$ cat src/rtl/bound_flasher_monitor.sv
// Receive-side checker for the thermometer-coded flasher LED bar.
// Optional stall detector enabled by defining BOUND_MON_STALL_CHECK_EN.
module bound_flasher_monitor #(
   parameter int WIDTH     = 16,
   parameter int LVL_W     = 5,
   parameter int CNT_W     = 8,
   parameter int STALL_MAX = 8
) (
   input  logic             clk,
   input  logic             reset,
   input  logic [WIDTH-1:0] led_in,
   input  logic             err_clr,
   output logic [LVL_W-1:0] level,
   output logic [1:0]       dir,
   output logic             peak_evt,
   output logic [LVL_W-1:0] peak_level,
   output logic             trough_evt,
   output logic [LVL_W-1:0] trough_level,
   output logic             restart_evt,
   output logic             done_evt,
   output logic [CNT_W-1:0] done_count,
   output logic             err_illegal,
   output logic             err_jump,
   output logic             err_sticky,
   output logic             stall_err
);

   if ((2**LVL_W) <= WIDTH || STALL_MAX < 1) begin : g_cfg_bad
      $error("bound_flasher_monitor: bad parameters");
   end

   typedef enum logic [1:0] {
      S_IDLE = 2'b00,
      S_UP   = 2'b01,
      S_DOWN = 2'b10,
      S_ERR  = 2'b11
   } state_t;

   state_t           state_q, state_d;
   logic [LVL_W-1:0] level_q, level_d;
   logic             full_q, full_d;
   logic [LVL_W-1:0] peak_q, peak_d;
   logic [LVL_W-1:0] trough_q, trough_d;
   logic [CNT_W-1:0] cnt_q, cnt_d;
   logic             sticky_q, sticky_d;
   logic             pk_q, pk_d;
   logic             tr_q, tr_d;
   logic             rs_q, rs_d;
   logic             dn_q, dn_d;
   logic             ei_q, ei_d;
   logic             ej_q, ej_d;
   logic             stall_hit;

   logic [WIDTH-1:0] led_p1;
   logic             legal;
   logic [LVL_W-1:0] new_lvl;
   logic [LVL_W:0]   new_x, lvl_x;
   logic             step_up, step_dn, step_0;

   // A thermometer code plus one has no bits in common with itself.
   assign led_p1 = led_in + WIDTH'(1);
   assign legal  = ~|(led_in & led_p1);

   // Count lit LEDs; only meaningful when the pattern is legal.
   always_comb begin
      new_lvl = '0;
      for (int i = 0; i < WIDTH; i++) begin
         new_lvl = new_lvl + LVL_W'(led_in[i]);
      end
   end

   assign new_x   = {1'b0, new_lvl};
   assign lvl_x   = {1'b0, level_q};
   assign step_up = (new_x == lvl_x + 1'b1);
   assign step_dn = (new_x + 1'b1 == lvl_x);
   assign step_0  = (new_x == lvl_x);

`ifdef BOUND_MON_STALL_CHECK_EN
   localparam int SW = $clog2(STALL_MAX + 1);

   logic [SW-1:0] stall_cnt_q, stall_cnt_d;
   logic          stall_q;

   // Count consecutive no-change cycles while a sweep is in progress.
   always_comb begin
      stall_cnt_d = '0;
      stall_hit   = 1'b0;
      if (legal && step_0 &&
          (state_q == S_UP || state_q == S_DOWN)) begin
         if (stall_cnt_q == SW'(STALL_MAX - 1)) begin
            stall_hit = 1'b1;
         end else begin
            stall_cnt_d = stall_cnt_q + 1'b1;
         end
      end
   end

   // Stall counter and its registered pulse.
   always_ff @(posedge clk or posedge reset) begin
      if (reset) begin
         stall_cnt_q <= '0;
         stall_q     <= 1'b0;
      end else begin
         stall_cnt_q <= stall_cnt_d;
         stall_q     <= stall_hit;
      end
   end

   assign stall_err = stall_q;
`else
   assign stall_hit = 1'b0;
   assign stall_err = 1'b0;
`endif

   // Next-state, event and error decisions in priority order.
   always_comb begin
      state_d  = state_q;
      level_d  = legal ? new_lvl : level_q;
      full_d   = full_q;
      peak_d   = peak_q;
      trough_d = trough_q;
      cnt_d    = cnt_q;
      pk_d     = 1'b0;
      tr_d     = 1'b0;
      rs_d     = 1'b0;
      dn_d     = 1'b0;
      ei_d     = 1'b0;
      ej_d     = 1'b0;
      if (!legal) begin
         ei_d    = 1'b1;
         state_d = S_ERR;
      end else if (state_q == S_ERR) begin
         if (new_lvl == '0) begin
            state_d = S_IDLE;
         end
      end else if (new_lvl == '0 && level_q >= LVL_W'(2)) begin
         rs_d    = 1'b1;
         state_d = S_IDLE;
         full_d  = 1'b0;
      end else if (step_up) begin
         state_d = S_UP;
         if (state_q == S_DOWN) begin
            tr_d     = 1'b1;
            trough_d = level_q;
         end
         if (new_lvl == LVL_W'(WIDTH)) begin
            full_d = 1'b1;
         end
      end else if (step_dn) begin
         if (new_lvl == '0) begin
            state_d = S_IDLE;
            if (full_q) begin
               dn_d   = 1'b1;
               full_d = 1'b0;
               if (cnt_q != '1) begin
                  cnt_d = cnt_q + 1'b1;
               end
            end
         end else begin
            state_d = S_DOWN;
            if (state_q == S_UP) begin
               pk_d   = 1'b1;
               peak_d = level_q;
            end
         end
      end else if (step_0) begin
         if (stall_hit) begin
            state_d = S_ERR;
         end
      end else begin
         ej_d    = 1'b1;
         state_d = S_ERR;
      end
      sticky_d = (sticky_q & ~err_clr) | ei_d | ej_d | stall_hit;
   end

   // Architectural state and registered outputs.
   always_ff @(posedge clk or posedge reset) begin
      if (reset) begin
         state_q  <= S_IDLE;
         level_q  <= '0;
         full_q   <= 1'b0;
         peak_q   <= '0;
         trough_q <= '0;
         cnt_q    <= '0;
         sticky_q <= 1'b0;
         pk_q     <= 1'b0;
         tr_q     <= 1'b0;
         rs_q     <= 1'b0;
         dn_q     <= 1'b0;
         ei_q     <= 1'b0;
         ej_q     <= 1'b0;
      end else begin
         state_q  <= state_d;
         level_q  <= level_d;
         full_q   <= full_d;
         peak_q   <= peak_d;
         trough_q <= trough_d;
         cnt_q    <= cnt_d;
         sticky_q <= sticky_d;
         pk_q     <= pk_d;
         tr_q     <= tr_d;
         rs_q     <= rs_d;
         dn_q     <= dn_d;
         ei_q     <= ei_d;
         ej_q     <= ej_d;
      end
   end

   assign level        = level_q;
   assign dir          = state_q;
   assign peak_evt     = pk_q;
   assign peak_level   = peak_q;
   assign trough_evt   = tr_q;
   assign trough_level = trough_q;
   assign restart_evt  = rs_q;
   assign done_evt     = dn_q;
   assign done_count   = cnt_q;
   assign err_illegal  = ei_q;
   assign err_jump     = ej_q;
   assign err_sticky   = sticky_q;

endmodule

$ cat config.mk
export PLATFORM = sky130hd
export DESIGN_NAME = bound_flasher_monitor
export DESIGN_NICKNAME = d
export VERILOG_FILES = /design/src/rtl/bound_flasher_monitor.sv
export SDC_FILE = /design/constraint.sdc
export NUM_CORES = 1
export LEC_CHECK = 0
export BUFFER_PORTS_ARGS = -buffer_cell sky130_fd_sc_hd__buf_2
export CAP_MARGIN = 20
export CORE_ASPECT_RATIO = 0.75
export CORE_MARGIN = 10
export CORE_UTILIZATION = 59
export DETAILED_ROUTE_END_ITERATION = 6
export PLACE_DENSITY = 0.82
export SLEW_MARGIN = 20
export SYNTH_ARGS = -nofsm -noshare
export SYNTH_HDL_FRONTEND = slang
export SYNTH_SLANG_ARGS = --single-unit
$ cat constraint.sdc
create_clock -name clk -period 8.4 [get_ports clk]
set_clock_uncertainty 0.1 [all_clocks]
set_input_delay 2.52 -clock clk [delete_from_list [all_inputs] [get_ports clk]]
set_output_delay 2.52 -clock clk [all_outputs]
set_load 0.02 [all_outputs]
# [After elaboration in Yosys (flattened, before gate mapping)]
# Cells that the tools add are included.
[op_classes] addsub=19 magnitude_cmp=1 eq_ne=11 muxes=42 bitwise_logic=10 reduce_logical=10
[ops] cell="5-bit by 1-bit adder with 5-bit output" n=11
[ops] cell="1-bit 2-to-1 mux" n=34
[ops] cell="16-bit by 1-bit adder with 16-bit output (second input constant)" n=1
[ops] cell="16-bit AND" n=1
[ops] cell="2-bit 2-to-1 mux" n=8
[ops] cell="16-bit OR reduction" n=1
[ops] cell="5-bit by 1-bit adder with 6-bit output (second input constant)" n=2
[ops] cell="5-bit AND reduction" n=2
[ops] cell="8-bit by 1-bit adder with 8-bit output (second input constant)" n=1
[ops] cell="8-bit != test (second input constant)" n=1
[ops] cell="8-bit AND reduction" n=1
[ops] cell="7-bit AND reduction" n=1
[ops] cell="5-bit by 6-bit equality test with 1-bit output" n=1
[ops] cell="6-bit by 5-bit equality test with 1-bit output" n=1
[ops] cell="6-bit by 3-bit != test with 1-bit output (second input constant)" n=1
[ops] cell="1-bit NOT" n=6
[ops] cell="3-bit nonzero test" n=2
[ops] cell="4-bit by 1-bit adder with 5-bit output" n=1
[ops] cell="5-bit equality test" n=1
[ops] cell="5-bit equality test (second input constant)" n=1
[ops] cell="5-bit by 2-bit >= comparator with 1-bit output (second input constant)" n=1
[ops] cell="5-bit logical NOT" n=1
[ops] cell="3-bit by 1-bit adder with 4-bit output" n=1
[ops] cell="2-bit equality test (second input constant)" n=2
[ops] cell="9 further kinds" n=10
[totals] regBits=33 input_bits=19 output_inout_bits=33 wordCells=106

# [Longest topological paths before layout]
# Gate-level depths: netlist of run 1.
[logic_depth] ltp_word=23 ltp_mapped=17 mapped_depth_nobuf=17

# [Least setup slack after synthesis of run 1]
# No wires, ideal clock.
[synth_timing] path_kind="input to register" start="in led_in[0]" end="reg trough_q[0] (netlist: trough_level[0])" arrival_time_ns=7.368 t_required_ns=8.175 slack_ns=0.808 path_stages=16 path_cell_list="fa_1 > inv_1 > fa_1 > fa_1 > fa_1 > inv_1 > ha_1 > fa_1 > xnor2_2 > xnor2_1 > o22ai_1 > a2111o_1 > or2_1 > buf_2 > nor4_4 > mux2_2"
[synth_between] elab_chain_cells=19 elab_cells_between_ends=24 cone_classes="add/sub (16); eq/ne (1); bitwise (3); reduce/logical (4)"
[synth_lines] element="from (decl)" line="11" text="input logic [WIDTH-1:0] led_in,"
[synth_lines] element="1-bit by 1-bit adder with 2-bit output" line="68" text="new_lvl = new_lvl + LVL_W'(led_in[i]);"
[synth_lines] element="2-bit by 1-bit adder with 3-bit output" line="68"
[synth_lines] element="3-bit by 1-bit adder with 4-bit output" line="68"
[synth_lines] element="4-bit by 1-bit adder with 5-bit output" line="68"
[synth_lines] element="5-bit by 1-bit adder with 5-bit output (11 in series)" line="68"
[synth_lines] element="5-bit logical NOT" line="136" text="end else if (new_lvl == '0 && level_q >= LVL_W'(2)) begin"
[synth_lines] element="1-bit logical AND" line="136"
[synth_lines] element="1-bit NOT (no source line)"
[synth_lines] element="5-bit AND reduction (no source line) *"
[synth_lines] element="to (signal assigned)" line="198" text="trough_q <= trough_d;"
[synth_lines] element="to (decl)" line="43" text="logic [LVL_W-1:0] trough_q, trough_d;"
# Mark *: on every way between the ends. The rest lies on a longest branch, timed or not.
# A chain may end at the register's enable or synchronous reset.

# [Worst setup path in the final report of run 1]
[layout_timing] start="in led_in[0]" end="reg trough_q[2] (netlist: trough_level[2])"
# The elaborated chain is that of the path after synthesis.

==> flow_summary.ini, run 1 <==
[outcome]
status = finished clean

[critical_path]
cp-start-kind = primary input
cp.arrival_ns = 7.88
path_cells = buf_2, fa_1, inv_1, fa_1, fa_1, fa_1, inv_1, ha_1, fa_1, xnor2_2, xnor2_1, o22ai_1, a2111o_1, or2_1, nor4_4, mux2_2
cp.required_ns = 8.46
crit_path_max_fanout = 8
critical-path-slowest-cell = fa_1
path_class = in -> reg
cp_common_cell = fa_1
worstSetupEndpointType = register
slowest_delay_ns = 0.54
cp_top_family = adder cells
crit_buf_inv = 3

[timing]
fmax_ghz = 0.1280
hold_violations = 0
fin_crit_sh = 0.9303
setup_viol = 0
rsz0062_at_grt = no
min_period_ns = 7.814
slew_headroom = 0.4696
setup_tns_ns = 0
worst_pin_slew_ns = 0.7934
timing.final.max_slew_violations = 0
whs_ns = 0.3996

[place]
gp_congestion = 0.9042
dp_hpwl_um = 4690
place_inst = 358
io_buffers = 50

[clock_tree]
clkTransAtPathRegs_ns = 0.07
ctsHoldBuffers = 0
cts_setup_buffers = 0
cts_resized = 0
cts_tree = yes
clock_latency_ns = 0.28
htree_num_levels = 2
cts_buffers = 5
cts.sinks = 33
clock-root-buffer = clkbuf_8
ctsLongestPathBuffers = 2

[drt]
avgRoutedWirePerCell_um = 15.96
drcViolationCount = 0
firstDrtPassIters = 5
drt_wl_total_um = 5842
met3_length_um = 578
dr.max_layer_used = met4
postRouteAntennaNets = 0
drt-met1-wl_um = 2535
viasPerCell = 5.803
vias = 2124
met2_length_um = 2646
drtIter0Drc = 101

[logic_synthesis]
synth_area_um2 = 2492
ys_ff_latch = 33
ys_seq_area_frac = 0.3313
synth-async-reset-ratio = 1.000
synth_edf_count = 0
syn-num-nets = 302
ys_types = 60
syn_avg_cell_area_um2 = 9.549
synthCells = 261
yosysWarnings = 0
ys.flop_type = dfrtp_1

[floorplanning]
die_w_um = 95.05
die-area_um2 = 7251
core_area_um2 = 4054
ios = 52
start_util = 0.6148
num_rows = 20
die_h_um = 76.29

[power]
p_total_mw = 0.8091
irDropWorstVdd_mv = 0.2482
powerDensity_nw_per_um2 = 282.1
power_leakage_nw = 1.404

[global_route]
track_usage = 0.1634
overflow = 0
grt_pass1_vias = 1993
grt_pass1_wl_um = 9694
grt_max_degree = 34
antenna_found_initial = 0

[layout]
layoutNonFillerInstCount = 366
area.growth.synth_to_final_pct = 15.06
final_cell_mix = buf_2 (50), dfrtp_1 (33), inv_1 (27)
nets = 351
diodes = 0
mostFrequentLayoutCell = buf_2
layout-drive-gt1-share = 0.2476

[hold_path]
min_path_type = reg -> reg

[run]
cap_viol_max_count = 0
==> final timing paths <==
check                                from              end  slack (ns)  depth (start not counted)
worst max-delay path            led_in[0]  trough_level[2]        0.59                         16
worst min-delay path               full_q           full_q        0.40                          2
worst max register to register   level[1]  trough_level[2]        5.21                          8
worst min register to register     full_q           full_q        0.40                          2
max in group asynchronous           reset       err_sticky        5.69                          3
min in group asynchronous           reset    peak_level[0]        2.21                          3
==> metal layers <==
metal  GRT usage  vias up
met5           0        -
met4     0.04179        0
met2      0.2301       83
met3     0.06201       12
li1            -     1017
met1      0.2273     1012
==> final cells by class <==
type	count	area (um^2)
inverter	27	101.3
multi-input combinational	189	1509
clock inverter	2	10.01
fill	334	1186
sequential	33	825.8
clock buffer	6	72.57
timing repair buffer	54	280.3
tap	55	68.82
==> metrics by stage <==
stage | area [um^2] | setup WS, ns | util
after detailed placement | 2785 | 0.3122 | 0.6870
after CTS | 2868 | 0.5936 | 0.7074
final | 2868 | 0.5856 | 0.7074
after floorplan | 2492 | 0.8075 | -
after global routing | 2868 | 0.3959 | 0.7074
after global placement | 2785 | 0.4740 | 0.6870
==> where the power goes <==
part           internal, mW  switching (mW)  total (mW)
registers             0.159        0.000902       0.160
logic                 0.218           0.317       0.535
clock network        0.0573          0.0564       0.114
total                 0.435           0.374       0.809
==> cell usage after synthesis (2+ instances only) <==
cell	instances	area, um^2
ha_1	12	150.1
nor3_1	3	15.01
a21oi_1	5	25.02
clkbuf_1	7	26.28
and2_1	2	12.51
buf_2	2	10.01
a21o_1	2	15.01
nand2_1	19	71.32
nor2_1	10	37.54
or4_1	3	22.52
and3_1	5	31.28
o22ai_1	2	12.51
a31oi_1	3	18.77
xnor2_1	14	122.6
and4_1	2	17.52
dfrtp_1	33	825.8
nand4_1	5	31.28
mux2_2	11	123.9
o21ai_0	10	50.05
a41oi_1	2	17.52
nand4b_1	2	17.52
nor4_1	8	50.05
inv_1	27	101.4
fa_1	10	200.2
nand2b_1	6	37.54
nand3_1	15	75.07
buf_4	2	15.01
nor3b_1	2	15.01
nor2b_1	2	12.51
or3_1	2	12.51
xor2_1	4	35.03
==> cell families after synthesis <==
kind of cell	count (synthesis)	share of synthesized area
other cells	1	0.001505
xor+xnor	20	0.07882
mux	13	0.05823
simple gates	94	0.2164
fa+ha+maj	22	0.1406
flops	33	0.3313
buf+inv	39	0.06325
compound gates	39	0.1099
==> tightest hold or removal path, stage by stage (launching register included) <==
cell	delay [ns]
dfrtp_1	0.34
nand2_1	0.05
nand3_1	0.08
==> flip-flops by register name (all words and copies together), names as in the netlist <==
| signal | count |
|---|---|
| trough_level | 5 |
| err_illegal | 1 |
| restart_evt | 1 |
| dir | 2 |
| err_jump | 1 |
| err_sticky | 1 |
| peak_evt | 1 |
| level | 5 |
| trough_evt | 1 |
| peak_level | 5 |
| done_count | 8 |
| full_q | 1 |
| done_evt | 1 |
(Power assumes the default switching activity.)
==> inputs of run 2 (changes only) <==
--- a/config.mk
+++ b/config.mk
@@ -5,13 +5,14 @@
 export SDC_FILE = /design/constraint.sdc
 export NUM_CORES = 1
 export LEC_CHECK = 0
+export ABC_AREA = 1
 export BUFFER_PORTS_ARGS = -buffer_cell sky130_fd_sc_hd__buf_2
 export CAP_MARGIN = 20
 export CORE_ASPECT_RATIO = 0.75
 export CORE_MARGIN = 10
-export CORE_UTILIZATION = 59
+export CORE_UTILIZATION = 60
 export DETAILED_ROUTE_END_ITERATION = 6
-export PLACE_DENSITY = 0.82
+export PLACE_DENSITY = 0.83
 export SLEW_MARGIN = 20
 export SYNTH_ARGS = -nofsm -noshare
 export SYNTH_HDL_FRONTEND = slang
==> flow_summary.ini, run 2 <==
[power]
clkPwrFrac = 0.172
power_frac_seq = 0.236
comb_power_share = 0.592
p_switching_mw = 0.3335
irDropWorstVdd_mv = 0.1737
p_total_mw = 0.6862
switching_share = 0.4860
powerDensity_nw_per_um2 = 227.0
power_leakage_nw = 1.718
p_int_mw = 0.3527

[clock_tree]
cts.sinks = 33
cts_buffers = 5
ctsHoldBuffers = 0
clock-root-buffer = clkbuf_8
clkTransAtPathRegs_ns = 0.07
cts_tree = yes
clock_latency_ns = 0.29
ctsLongestPathBuffers = 2
cts_resized = 0
htree_num_levels = 2
cts_setup_buffers = 0

[critical_path]
slowest_delay_ns = 0.58
cp.arrival_ns = 7.11
cp.required_ns = 8.48
worstReg2RegEnd = trough_level[2]
r2r_cells = 11
r2r_start = level[1]
path_class = in -> reg
cp_common_cell = fa_1
setup.worst_path.start = led_in[0]
reg2reg_slack_ns = 5.90
path_cells = buf_2, fa_1, inv_1, fa_1, fa_1, fa_1, inv_1, ha_1, fa_1, inv_1, ha_1, inv_1, nor2_1, nand3_2, inv_2, nand2_2, nand2_1, inv_2, nand2_2, nor2_4, nand2_4, nand2_1, nand2_1
cp_top_family = adder cells
crit_buf_inv = 7
crit_path_max_fanout = 10
critical-path-slowest-cell = fa_1
cp-start-kind = primary input
worstSetupEndpointType = register

[logic_synthesis]
syn-num-nets = 404
ys_types = 33
ys.flop_type = dfrtp_1
synth_area_leaders = dfrtp_1 (31%), nand2_1 (15%), inv_1 (7.7%), fa_1 (7.5%), ha_1 (5.6%)
netlist.top_cell.by_area = dfrtp_1
yosysMostFrequentCell = nand2_1
ys_seq_area_frac = 0.3099
synthTopCellsByCount = nand2_1 (109), inv_1 (55), dfrtp_1 (33), nand3_1 (30), nor2_1 (26)
synthCells = 363
ys_ff_latch = 33
synth_edf_count = 0
yosysWarnings = 0
yosys.area.top_type_share = 0.3099
synth_area_um2 = 2665
synth-async-reset-ratio = 1.000
syn_avg_cell_area_um2 = 7.342

[layout]
diodes = 0
largest_reg_flops = 8
mostFrequentLayoutCell = nand2_1
fin_area_um2 = 3023
area.growth.synth_to_final_pct = 13.43
utilization = 0.7234
seq_area_um2 = 825.8
final_cell_mix = nand2_1 (109), inv_1 (55), buf_2 (50)
multiInputGateArea_um2 = 1559
nets = 455
layoutNonFillerInstCount = 470
n_fill_cell = 331
layout-drive-gt1-share = 0.2386

[drt]
vias = 2467
avgRoutedWirePerCell_um = 13.99
viasPerCell = 5.249
firstDrtPassIters = 7
drcViolationCount = 0
drt_wl_total_um = 6574
postRouteAntennaNets = 0
drtIter0Drc = 201

[hold_path]
whs_endpoint = peak_level[4]
min_path_type = reg -> reg
hold_path_depth = 2
min_from = peak_level[4]

[place]
dp_hpwl_um = 5316
place_ws_ns = 1.151
io_buffers = 50
gp_congestion = 0.8967
place_inst = 462
place_area_um2 = 2937

[run]
cap_viol_max_count = 0

[global_route]
grt_pass1_vias = 2395
track_usage = 0.1741
grt_pass1_wl_um = 11220
overflow = 0
antenna_found_initial = 0
grt_max_degree = 34

[timing]
setup_tns_ns = 0
rsz0062_at_grt = no
whs_ns = 0.3859
timing.final.ws_setup_ns = 1.373
setup_viol = 0
hold_violations = 0
min_period_ns = 7.027
timing.final.max_slew_violations = 0
fin_crit_sh = 0.8366
fmax_ghz = 0.1423

[floorplanning]
core_area_um2 = 4179
die_h_um = 77.72
start_util = 0.6377
ios = 52
die_w_um = 96.96
die-area_um2 = 7535
num_rows = 20

[outcome]
status = finished clean
[run 2: changes by cell type after synthesis, sizes merged, moves of 10 or more]
cell / change
o21ai: +10
mux2: -12
nor2: +22
nand2: +104
xnor2: -12
inv: +33
nand3: +17
[run 2: logic make-up (layout without fill, tap and decap cells)]
kind of cell,after synthesis,count (layout),synth area share
and+or+nand+nor,205,205,0.3545
buffers and inverters,67,119,0.1052
DFF,33,33,0.3099
AOI/OAI and AO/OA,26,26,0.06807
adders and majority gates,22,22,0.1315
xor gates and xnor gates,9,9,0.02958
other,1,1,0.001407
[run 2: worst max-delay path by stage]
| stage | depth (start not counted) | slack (ns) | endpoint |
|---|---|---|---|
| 3_5_place_dp | 23 | 1.15 | done_count[2] |
| 6_report | 23 | 1.37 | done_count[2] |
| 4_1_cts | 23 | 1.41 | done_count[0] |
| 2_1_floorplan | 20 | 1.66 | peak_level[4] |
| 3_3_place_gp | 23 | 1.23 | done_count[7] |
| 5_1_grt | 23 | 1.17 | done_count[2] |
[run 2: metal layers]
metal  vias up  global-route usage  wire [um]
met4         0             0.02794         31
li1       1230                   -          -
met3         4             0.05310        578
met1      1154              0.2334       3053
met2        79              0.2740       2910
met5         -                   0          0
[run 2: worst min-delay path, stage by stage, from the launching register on]
cell and delay [ns]:
dfrtp_1 0.34, nand2_1 0.06, o21ai_2 0.05
[run 2: power by group through the flow]
stage | logic, mW | registers (mW) | clock network (mW)
floorplan | 0.325 | 0.164 | 0
detailed placement | 0.397 | 0.165 | 0
finish | 0.406 | 0.162 | 0.118
global route | 0.457 | 0.162 | 0.124
CTS | 0.400 | 0.162 | 0.118
global placement | 0.386 | 0.165 | 0
[run 2: layout make-up]
cell class / instances / area share
timing repair buffer: 51 / 0.08526
sequential: 33 / 0.2732
multi-input combinational: 263 / 0.5157
clock inverter: 3 / 0.005795
inverter: 60 / 0.07450
tap: 55 / 0.02276
clock buffer: 5 / 0.02276
